--- config.mk ---
export PLATFORM = sky130hd
export DESIGN_NAME = fpmul_seq_ctrl
export DESIGN_NICKNAME = d
export VERILOG_FILES = /design/src/rtl/fpmul_seq_ctrl.sv
export SDC_FILE = /design/constraint.sdc
export NUM_CORES = 1
export LEC_CHECK = 0
export CAP_MARGIN = 40
export CORE_MARGIN = 10
export CORE_UTILIZATION = 51
export CTS_CLUSTER_SIZE = 25
export DETAILED_ROUTE_END_ITERATION = 16
export PLACE_DENSITY = 0.82
export RECOVER_POWER = 25
export SYNTH_ARGS = -nofsm -noshare
export SYNTH_HDL_FRONTEND = slang
export SYNTH_SLANG_ARGS = --single-unit
--- constraint.sdc ---
create_clock -name CLK -period 4.2 [get_ports CLK]
set_input_delay 1.05 -clock CLK [delete_from_list [all_inputs] [get_ports CLK]]
set_output_delay 1.05 -clock CLK [all_outputs]
set_load 0.005 [all_outputs]
--- src/rtl/fpmul_seq_ctrl.sv ---
// fpmul_seq_ctrl
// Sequencing FSM for an iterative shift-add single-precision FP multiplier.
// Each Start accepted in IDLE walks the datapath through:
//   LOAD -> CHECK -> MUL x MANT_W -> NORM -> ROUND -> POSTNORM -> DONE
// A special operand (zero/Inf/NaN) takes the short path:
//   LOAD -> CHECK -> SPECIAL -> DONE
// The iteration counter lives here and only advances in MUL.
//
// Ports
//   CLK        clock, all state updates on the rising edge
//   Reset      synchronous active-high reset, forces IDLE
//   Start      operation request, sampled only in IDLE
//   SpecialOp  special-operand flag, sampled in CHECK
//   MulBit     multiplier LSB, gates AddEn during MUL
//   ProdMsb    product MSB, gates NormShift/ExpInc during NORM
//   MantOvf    rounded-mantissa carry, gates NormShift/ExpInc during POSTNORM
//   LoadOps, ExpAdd, AddEn, ShiftEn, NormShift, ExpInc, RoundEn, BypassSel
//              datapath strobes
//   Busy       high in every state except IDLE
//   Done       one-cycle completion pulse
//   IterCnt    current shift-add iteration index
module fpmul_seq_ctrl #(
  parameter int MANT_W = 24,
  parameter int CNT_W  = 5
) (
  input  logic             CLK,
  input  logic             Reset,
  input  logic             Start,
  input  logic             SpecialOp,
  input  logic             MulBit,
  input  logic             ProdMsb,
  input  logic             MantOvf,
  output logic             LoadOps,
  output logic             ExpAdd,
  output logic             AddEn,
  output logic             ShiftEn,
  output logic             NormShift,
  output logic             ExpInc,
  output logic             RoundEn,
  output logic             BypassSel,
  output logic             Busy,
  output logic             Done,
  output logic [CNT_W-1:0] IterCnt
);

  typedef enum logic [3:0] {
    S_IDLE,
    S_LOAD,
    S_CHECK,
    S_MUL,
    S_NORM,
    S_ROUND,
    S_POSTNORM,
    S_SPECIAL,
    S_DONE
  } state_t;

  // Moore strobes, registered alongside the state so they always equal
  // decode(state_reg). norm_ph/post_ph are phase flags that the
  // input-gated outputs are built from.
  typedef struct packed {
    logic load_ops;
    logic exp_add;
    logic shift_en;
    logic norm_ph;
    logic post_ph;
    logic round_en;
    logic bypass_sel;
    logic busy;
    logic done;
  } strobe_t;

  localparam logic [CNT_W-1:0] LAST_ITER = CNT_W'(MANT_W - 1);

  function automatic strobe_t decode(input state_t s);
    strobe_t o;
    o            = '0;
    o.load_ops   = (s == S_LOAD);
    o.exp_add    = (s == S_CHECK);
    o.shift_en   = (s == S_MUL);
    o.norm_ph    = (s == S_NORM);
    o.post_ph    = (s == S_POSTNORM);
    o.round_en   = (s == S_ROUND);
    o.bypass_sel = (s == S_SPECIAL);
    o.busy       = (s != S_IDLE);
    o.done       = (s == S_DONE);
    return o;
  endfunction

  state_t           state_reg;
  strobe_t          strobe_reg;
  logic [CNT_W-1:0] iter_reg;

  always_ff @(posedge CLK) begin
    if (Reset) begin
      state_reg  <= S_IDLE;
      strobe_reg <= '0;
      iter_reg   <= '0;
    end else begin
      case (state_reg)
        S_IDLE: begin
          if (Start) begin
            state_reg  <= S_LOAD;
            strobe_reg <= decode(S_LOAD);
          end
        end
        S_LOAD: begin
          state_reg  <= S_CHECK;
          strobe_reg <= decode(S_CHECK);
        end
        S_CHECK: begin
          iter_reg <= '0;
          if (SpecialOp) begin
            state_reg  <= S_SPECIAL;
            strobe_reg <= decode(S_SPECIAL);
          end else begin
            state_reg  <= S_MUL;
            strobe_reg <= decode(S_MUL);
          end
        end
        S_MUL: begin
          // Leave on the last index and hold it there, so the counter
          // never wraps and MUL lasts exactly MANT_W cycles.
          if (iter_reg == LAST_ITER) begin
            state_reg  <= S_NORM;
            strobe_reg <= decode(S_NORM);
          end else begin
            iter_reg <= iter_reg + 1'b1;
          end
        end
        S_NORM: begin
          state_reg  <= S_ROUND;
          strobe_reg <= decode(S_ROUND);
        end
        S_ROUND: begin
          state_reg  <= S_POSTNORM;
          strobe_reg <= decode(S_POSTNORM);
        end
        S_POSTNORM: begin
          state_reg  <= S_DONE;
          strobe_reg <= decode(S_DONE);
        end
        S_SPECIAL: begin
          state_reg  <= S_DONE;
          strobe_reg <= decode(S_DONE);
        end
        S_DONE: begin
          state_reg  <= S_IDLE;
          strobe_reg <= decode(S_IDLE);
        end
        default: begin
          state_reg  <= S_IDLE;
          strobe_reg <= '0;
        end
      endcase
    end
  end

  assign LoadOps   = strobe_reg.load_ops;
  assign ExpAdd    = strobe_reg.exp_add;
  assign ShiftEn   = strobe_reg.shift_en;
  assign RoundEn   = strobe_reg.round_en;
  assign BypassSel = strobe_reg.bypass_sel;
  assign Busy      = strobe_reg.busy;
  assign Done      = strobe_reg.done;
  assign IterCnt   = iter_reg;

  // Same-cycle gating by datapath status bits.
  assign AddEn     = strobe_reg.shift_en & MulBit;
  assign NormShift = (strobe_reg.norm_ph & ProdMsb) | (strobe_reg.post_ph & MantOvf);
  assign ExpInc    = NormShift;

endmodule

# ---- Yosys cells after proc, flatten, opt, wreduce, memory -nomap -nowiden
# Index checks and enable logic that the tools add are counted.
dict set report word_totals {
  register_bits 18
  out_inout_bits 15
  wordCells 42
}
dict set report classes {
  n_addsub 1
  eq_ne 11
  mux 10
  bitwise 4
  n_reduce_logical 5
}
# op n
set op_table {}
lappend op_table {{9-bit one-hot mux with 7 select lines} 1}
lappend op_table {{4-bit one-hot mux with 7 select lines} 1}
lappend op_table {{9-bit 2-to-1 mux} 2}
lappend op_table {{4-bit by 3-bit equality test with 1-bit output, second input constant} 4}
lappend op_table {{5-bit one-hot mux with 2 select lines} 1}
lappend op_table {{4-bit by 2-bit equality test with 1-bit output, second input constant} 2}
lappend op_table {{4-bit 2-to-1 mux} 2}
lappend op_table {{7-bit 2-to-1 mux} 1}
lappend op_table {{2-bit inequality test, second input constant} 3}
lappend op_table {{5-bit by 1-bit adder with 5-bit output, second input constant} 1}
lappend op_table {{5-bit equality test, second input constant} 1}
lappend op_table {{5-bit 2-to-1 mux} 1}
lappend op_table {{4-bit by 1-bit equality test with 1-bit output, second input constant} 1}
lappend op_table {{4-bit logical NOT} 1}
lappend op_table {{2-bit AND reduction} 2}
lappend op_table {{1-bit AND} 3}
lappend op_table {{3-bit 2-to-1 mux} 1}
lappend op_table {{2-bit nonzero test} 1}
lappend op_table {{2-bit OR reduction} 1}
lappend op_table {{1-bit bitwise OR} 1}

# ---- Logic depth before layout (Yosys ltp)
# Gate-level depths: netlist (run 1).
dict set report depth {
  depth_word 3
  mapped_depth 5
}

# ---- Worst setup path before layout (run 1)
# No wires, ideal clock.
dict set report synth_timing {
  kind {input -> output}
  start {input ProdMsb}
  end {output NormShift}
  t_arrival_ns 1.417
  required_time_ns 3.150
  setup_slack_ns 1.733
  stages 2
  n_path_buf 1
  path_cell_list {a22o_1 buf_4}
}
dict set report synth_between {
  elab_chain_len 2
}
# item line_no
set synth_rtl {}
lappend synth_rtl {{from (decl)} 31} ;# input logic ProdMsb,
lappend synth_rtl {{1-bit AND} 170} ;# assign NormShift = (strobe_reg.norm_ph & ProdMsb) | (strobe_reg.post_ph & MantOvf);
lappend synth_rtl {{1-bit bitwise OR} 170}
lappend synth_rtl {{to (decl)} 37} ;# output logic NormShift,
# Every way passes these cells.

# ---- Worst setup path in the final report (run 1)
# Ends and elaborated chain as after synthesis.

==> results of run 1 <==
## worst max-delay path, delay by kind of cell
family,cells,cell delay (ps)
buf+inv,2,950
compound gates,1,150
## placed cells by master, fill, tap and decap left out, types with 3 or more instances in the layout
master            n
clkdlybuf4s50_1  20
dfxtp_1          17
inv_1            10
nor2_1            7
o21ai_0           7
nand2b_1          6
nand3_1           6
o32ai_2           5
or4_1             4
nand2_1           4
a21oi_1           3
clkbuf_4          3
## stage by stage
step                       util  power, mW  cell area, sq um  setup WS [ps]
after floorplan               -      0.248               895           1730
after global placement    0.639      0.273              1080            996
after detailed placement  0.639      0.274              1080            990
after CTS                 0.655      0.362              1110            990
after global routing      0.655      0.378              1110            925
final                     0.655      0.361              1110           1000
## cell families (layout without fill, tap and decap cells)
family / after synthesis / after routing
buffers and inverters: 17 / 35
adders and majority gates: 1 / 1
DFF: 17 / 17
and+or+nand+nor: 38 / 38
AOI/OAI and AO/OA: 26 / 26
## power by group through the flow
stage,clock network [mW],registers [mW],logic (mW)
3_3_place_gp,0,0.191,0.0815
5_1_grt,0.0959,0.191,0.0915
6_report,0.0896,0.188,0.0829
4_1_cts,0.0906,0.188,0.0835
3_5_place_dp,0,0.192,0.0826
2_1_floorplan,0,0.183,0.0641
## area by class of cell
type                       count  share of cell area
inverter                      10              0.0339
multi-input combinational     65               0.425
tap                           17              0.0192
sequential                    17               0.308
clock buffer                   4              0.0238
timing repair buffer          21               0.190
## per-layer routing
layer,vias up,share of wire,GRT usage,routed length (microns)
met3,5,0.083,0.0427,166
li1,398,-,-,-
met5,-,0,0,0
met1,367,0.44,0.121,875
met4,0,0.016,0.0478,32
met2,30,0.47,0.174,936
## worst max-delay path by stage
stage,start,to,slack [ps]
after floorplan,ProdMsb,NormShift,1730
after global placement,ProdMsb,ExpInc,1000
after detailed placement,ProdMsb,ExpInc,990
after CTS,ProdMsb,ExpInc,990
after global routing,ProdMsb,ExpInc,930
final,ProdMsb,NormShift,1000
==> results.ini, run 1 <==
[finish]
nNetsFinal = 126
register_area_sq_um = 340
nFillCells = 140
multi_input_area_sq_um = 470
final_cells = 134
area_growth_pct = 23.6
largest_reg_flops = 5
drive_above_1_share = 0.0940
n_antenna_cell = 0

[power]
p_switching_mw = 0.106
p_leak_nw = 0.369
sequentialPowerShare = 0.522
p_comb_frac = 0.230
irDropWorstVdd_mv = 0.215
powerDensity_mw_per_mm2 = 326
cellInternalPower_mw = 0.254
clockPowerShare = 0.248
switching_share = 0.295

[floorplanning]
die_h_microns = 61.9
io_pins = 22
core_sq_mm = 0.00169
initial_utilization = 0.530
fp-row-count = 15
die_w_microns = 61.9
die_area_sq_mm = 0.00383

[hold_path]
hold_path.startpoint = strobe_reg[5]$_SDFFE_PP0P_
worstHoldEndpoint = strobe_reg[5]$_SDFFE_PP0P_
hp-class = reg -> reg
holdPathStages = 2

[routing]
ant_nets = 0
drt-total-wl_microns = 2010
drtIter0Drc = 25
via_count = 800
drtPass1Iterations = 4
post_drt_wl_per_cell_microns = 15.0
remaining_drc_errors = 0
viasPerCell = 5.97

[critical_path]
crit_path_frequent_cell = clkdlybuf4s50_1
crit_required_ps = 3150
crit_slowest_cell = clkdlybuf4s50_1
reg2regPathDepth = 3
cp_max_fo = 2
slowest_delay_ps = 500
path_cells = clkdlybuf4s50_1 > a22o_1 > clkdlybuf4s50_1
worst_ep_arrival_time_ps = 2150
reg2reg_to = IterCnt[3]$_SDFFE_PP0P_
r2r_slack_ps = 2420
critPathKind = in -> out
cp-end-kind = output port
r2r_start = state_reg[0]$_SDFFE_PP0P_
cp-start-kind = input port

[run_status]
status = finished clean

[global_route]
grt_start_max_net_pins = 20
gr-usage-all-layers = 0.108
grt-ovfl-total = 0
antenna_found_initial = 0
grt_pass1_vias = 754
grt_pass1_wl_microns = 3190

[run]
cap_violations = 0

[timing]
rsz0062_at_grt = no
tightest_slew_ps = 682
timing.final.crit_share = 0.762
fmax_ghz = 0.312
hold_viol_final = 0
setup_tns_ps = 0
maxSlewHeadroom = 0.544
setup_viol = 0
timing.hold.ws_ps = 480
skew_ps = 4.07
period_minus_slack_ps = 3200
drv_slew = 0

[synth]
syn_area_per_cell_sq_um = 9.04
synthMuxAreaShare = 0
syn_area_sq_um = 895
synthTopCellsByArea = dfxtp_1, o32ai_2, inv_1, nand2b_1, o21ai_0
netlist.area_leader.share = 0.380
syn_inst = 99
synth_top_family_by_area = simple AND/OR/NAND/NOR gates
synth_commonest_cells = dfxtp_1, inv_1, nor2_1, o21ai_0
synth-seq-cells = 17
synth_compound_area_frac = 0.253
synth.largest_area_cell = dfxtp_1
synthAdderAreaFrac = 0.0140
synth-edff-count = 0
syn_nets = 107
synthArstFlopShare = 0
synthSimpleGateAreaFrac = 0.259
synth_ff_type = dfxtp_1
ys.warnings.count = 0
ys_types = 34
yosysSeqAreaShare = 0.380
synth_most_common_cell = dfxtp_1
synth_xor_area_frac = 0

[clock_network]
cts_sinks = 17
path_clk_slew_ps = 90
postCtsSetupRepairBufs = 0
insertion_delay_ps = 300
clock-root-buffer = clkbuf_4
clock_path_buffers = 2
cts-resized-gates = 0
cts_max_level = 1
cts_buffers = 3
cts_tree = built
ctsHoldBuffers = 0

[place]
placed_cells = 130
place_congestion = 0.837
hpwl_microns = 1460
place.port_buffers = 21

(Power assumes the default switching activity.)
==> run 2, diff against run 1 <==
- CORE_UTILIZATION: 51 -> 43
- PLACE_DENSITY: 0.82 -> 0.74
- clock period: 4.2 -> 2.9 ns (I/O delays scaled with it)
==> run 2 against run 1 <==
  * Routed wire length is 5.9% higher
  * Via count is 2.6% lower
  * Final cell count is 8.2% higher
  * First-iteration DRC count is 16% lower
  * Sequential power is 46% higher
  * Final area is 1.5% higher
  * Flip-flop and latch count stayed put
  * Clock-buffer cell count stayed put
  * Worst hold slack hardly changed
  * Sequential share of layout area is 0.45 points lower
  * Largest cell class unchanged
  * Highest routed layer unchanged
==> results.ini, run 2 (synthesis gave the netlist of run 1 again) <==
[routing]
viasPerCell = 5.37  ; -10%
drtPass1Iterations = 4  ; unchanged
drtIter0Drc = 21  ; -16%
post_drt_wl_per_cell_microns = 14.7  ; -2.2%
drt-total-wl_microns = 2130  ; +5.9%
remaining_drc_errors = 0  ; unchanged
via_count = 779  ; -2.6%
ant_nets = 0  ; unchanged

[place]
place_congestion = 0.805  ; -3.8%
placed_cells = 141  ; +8.5%
post_dp_cell_area_sq_mm = 0.00110  ; +1.9%
pre_cts_slack_ps = 307  ; -682 ps
hpwl_microns = 1590  ; +9.1%
place.port_buffers = 21  ; unchanged

[global_route]
grt_pass1_wl_microns = 3630  ; +14%
antenna_found_initial = 0  ; unchanged
grt-ovfl-total = 0  ; unchanged
grt_start_max_net_pins = 15  ; -25%
grt_pass1_vias = 743  ; -1.5%
gr-usage-all-layers = 0.105  ; -0.00299

[hold_path]
hp-class = reg -> reg
hold_path.startpoint = strobe_reg[5]$_SDFFE_PP0P_

[critical_path]
r2r_start = state_reg[0]$_SDFFE_PP0P_
cp-end-kind = output port
cp_max_fo = 2  ; unchanged
critPathKind = in -> out
cp-start-kind = input port
startpoint = MantOvf
crit_required_ps = 2170  ; -980 ps
worst_ep_arrival_time_ps = 1860  ; -290 ps

[finish]
largest_reg_flops = 5  ; unchanged
final_cells = 145  ; +8.2%
utilization = 0.572  ; -0.0827
n_antenna_cell = 0  ; unchanged
layout_common_cells = clkdlybuf4s50_1, dfxtp_1, inv_1
layout_commonest_cell = clkdlybuf4s50_1
final_area_sq_mm = 0.00112  ; +1.5%
drive_above_1_share = 0.0932  ; -0.000797
nNetsFinal = 127  ; +0.79%
area_growth_pct = 25.5

[timing]
drv_slew = 0  ; unchanged
rsz0062_at_grt = no
worst_slack_ps = 315  ; -685 ps
timing.final.crit_share = 0.891
hold_viol_final = 0  ; unchanged
setup_viol = 0  ; unchanged
tightest_slew_ps = 489  ; -193 ps
skew_ps = 6.98  ; +2.91 ps
fmax_ghz = 0.387
period_minus_slack_ps = 2590
setup_tns_ps = 0  ; unchanged
maxSlewHeadroom = 0.673  ; +0.130

[clock_network]
postCtsSetupRepairBufs = 0  ; unchanged
cts_buffers = 3  ; unchanged
clock-root-buffer = clkbuf_4
cts_tree = built
path_clk_slew_ps = 100  ; about the same
cts_sinks = 17  ; unchanged
ctsHoldBuffers = 0  ; unchanged
cts_max_level = 1  ; unchanged
clock_path_buffers = 2  ; unchanged
cts-resized-gates = 0  ; unchanged
insertion_delay_ps = 300  ; about the same

[floorplanning]
io_pins = 22  ; unchanged
initial_utilization = 0.456  ; -0.0736
die_area_sq_mm = 0.00430  ; +12%
die_w_microns = 65.6  ; +6.0%
core_sq_mm = 0.00196  ; +16%
fp-row-count = 16  ; +1
die_h_microns = 65.6  ; +6.0%

[run]
cap_violations = 0  ; unchanged

[power]
powerDensity_mw_per_mm2 = 469  ; +44%
p_leak_nw = 0.370  ; +0.32%
irDropWorstVdd_mv = 0.224  ; +4.5%

[run_status]
status = finished clean

## run 2: through the flow
stage	power, mW	hold slack, ps
2_1_floorplan	0.358	428
3_3_place_gp	0.396	451
3_5_place_dp	0.400	465
4_1_cts	0.532	482
5_1_grt	0.555	509
6_report	0.526	479
## run 2: power by group
group	leakage (nW)	internal [mW]	switching, mW	total (mW)
clock network	0.0150	0.0536	0.0786	0.132
registers	0.138	0.250	0.0245	0.274
logic	0.217	0.0653	0.0545	0.120
total	0.370	0.369	0.158	0.526
## run 2: final timing paths
path	to	slack [ps]	cells past startpoint
hold reg to reg	strobe_reg[5]$_SDFFE_PP0P_	480	2
hold / removal	strobe_reg[5]$_SDFFE_PP0P_	480	2
setup / recovery	ExpInc	310	3
setup reg to reg	IterCnt[3]$_SDFFE_PP0P_	1190	3
## run 2: routing by layer
metal | share of wire | GRT usage | up-vias | routed length [microns]
met5 | 0 | 0 | - | 0
met2 | 0.50 | 0.176 | 18 | 1070
met3 | 0.054 | 0.0288 | 5 | 115
met4 | 0.020 | 0.0561 | 0 | 42
li1 | - | - | 398 | -
met1 | 0.42 | 0.117 | 358 | 902
## run 2: cell type report
class | instances | area (sq um)
clock buffer | 4 | 26.3
fill | 197 | 840
inverter | 10 | 37.5
multi-input combinational | 65 | 470
tap | 27 | 33.8
sequential | 17 | 340
timing repair buffer | 22 | 214
## run 2: worst max-delay path: stages
cell and delay [ps]:
clkdlybuf4s50_1 470, a22o_1 150, clkdlybuf4s50_1 510
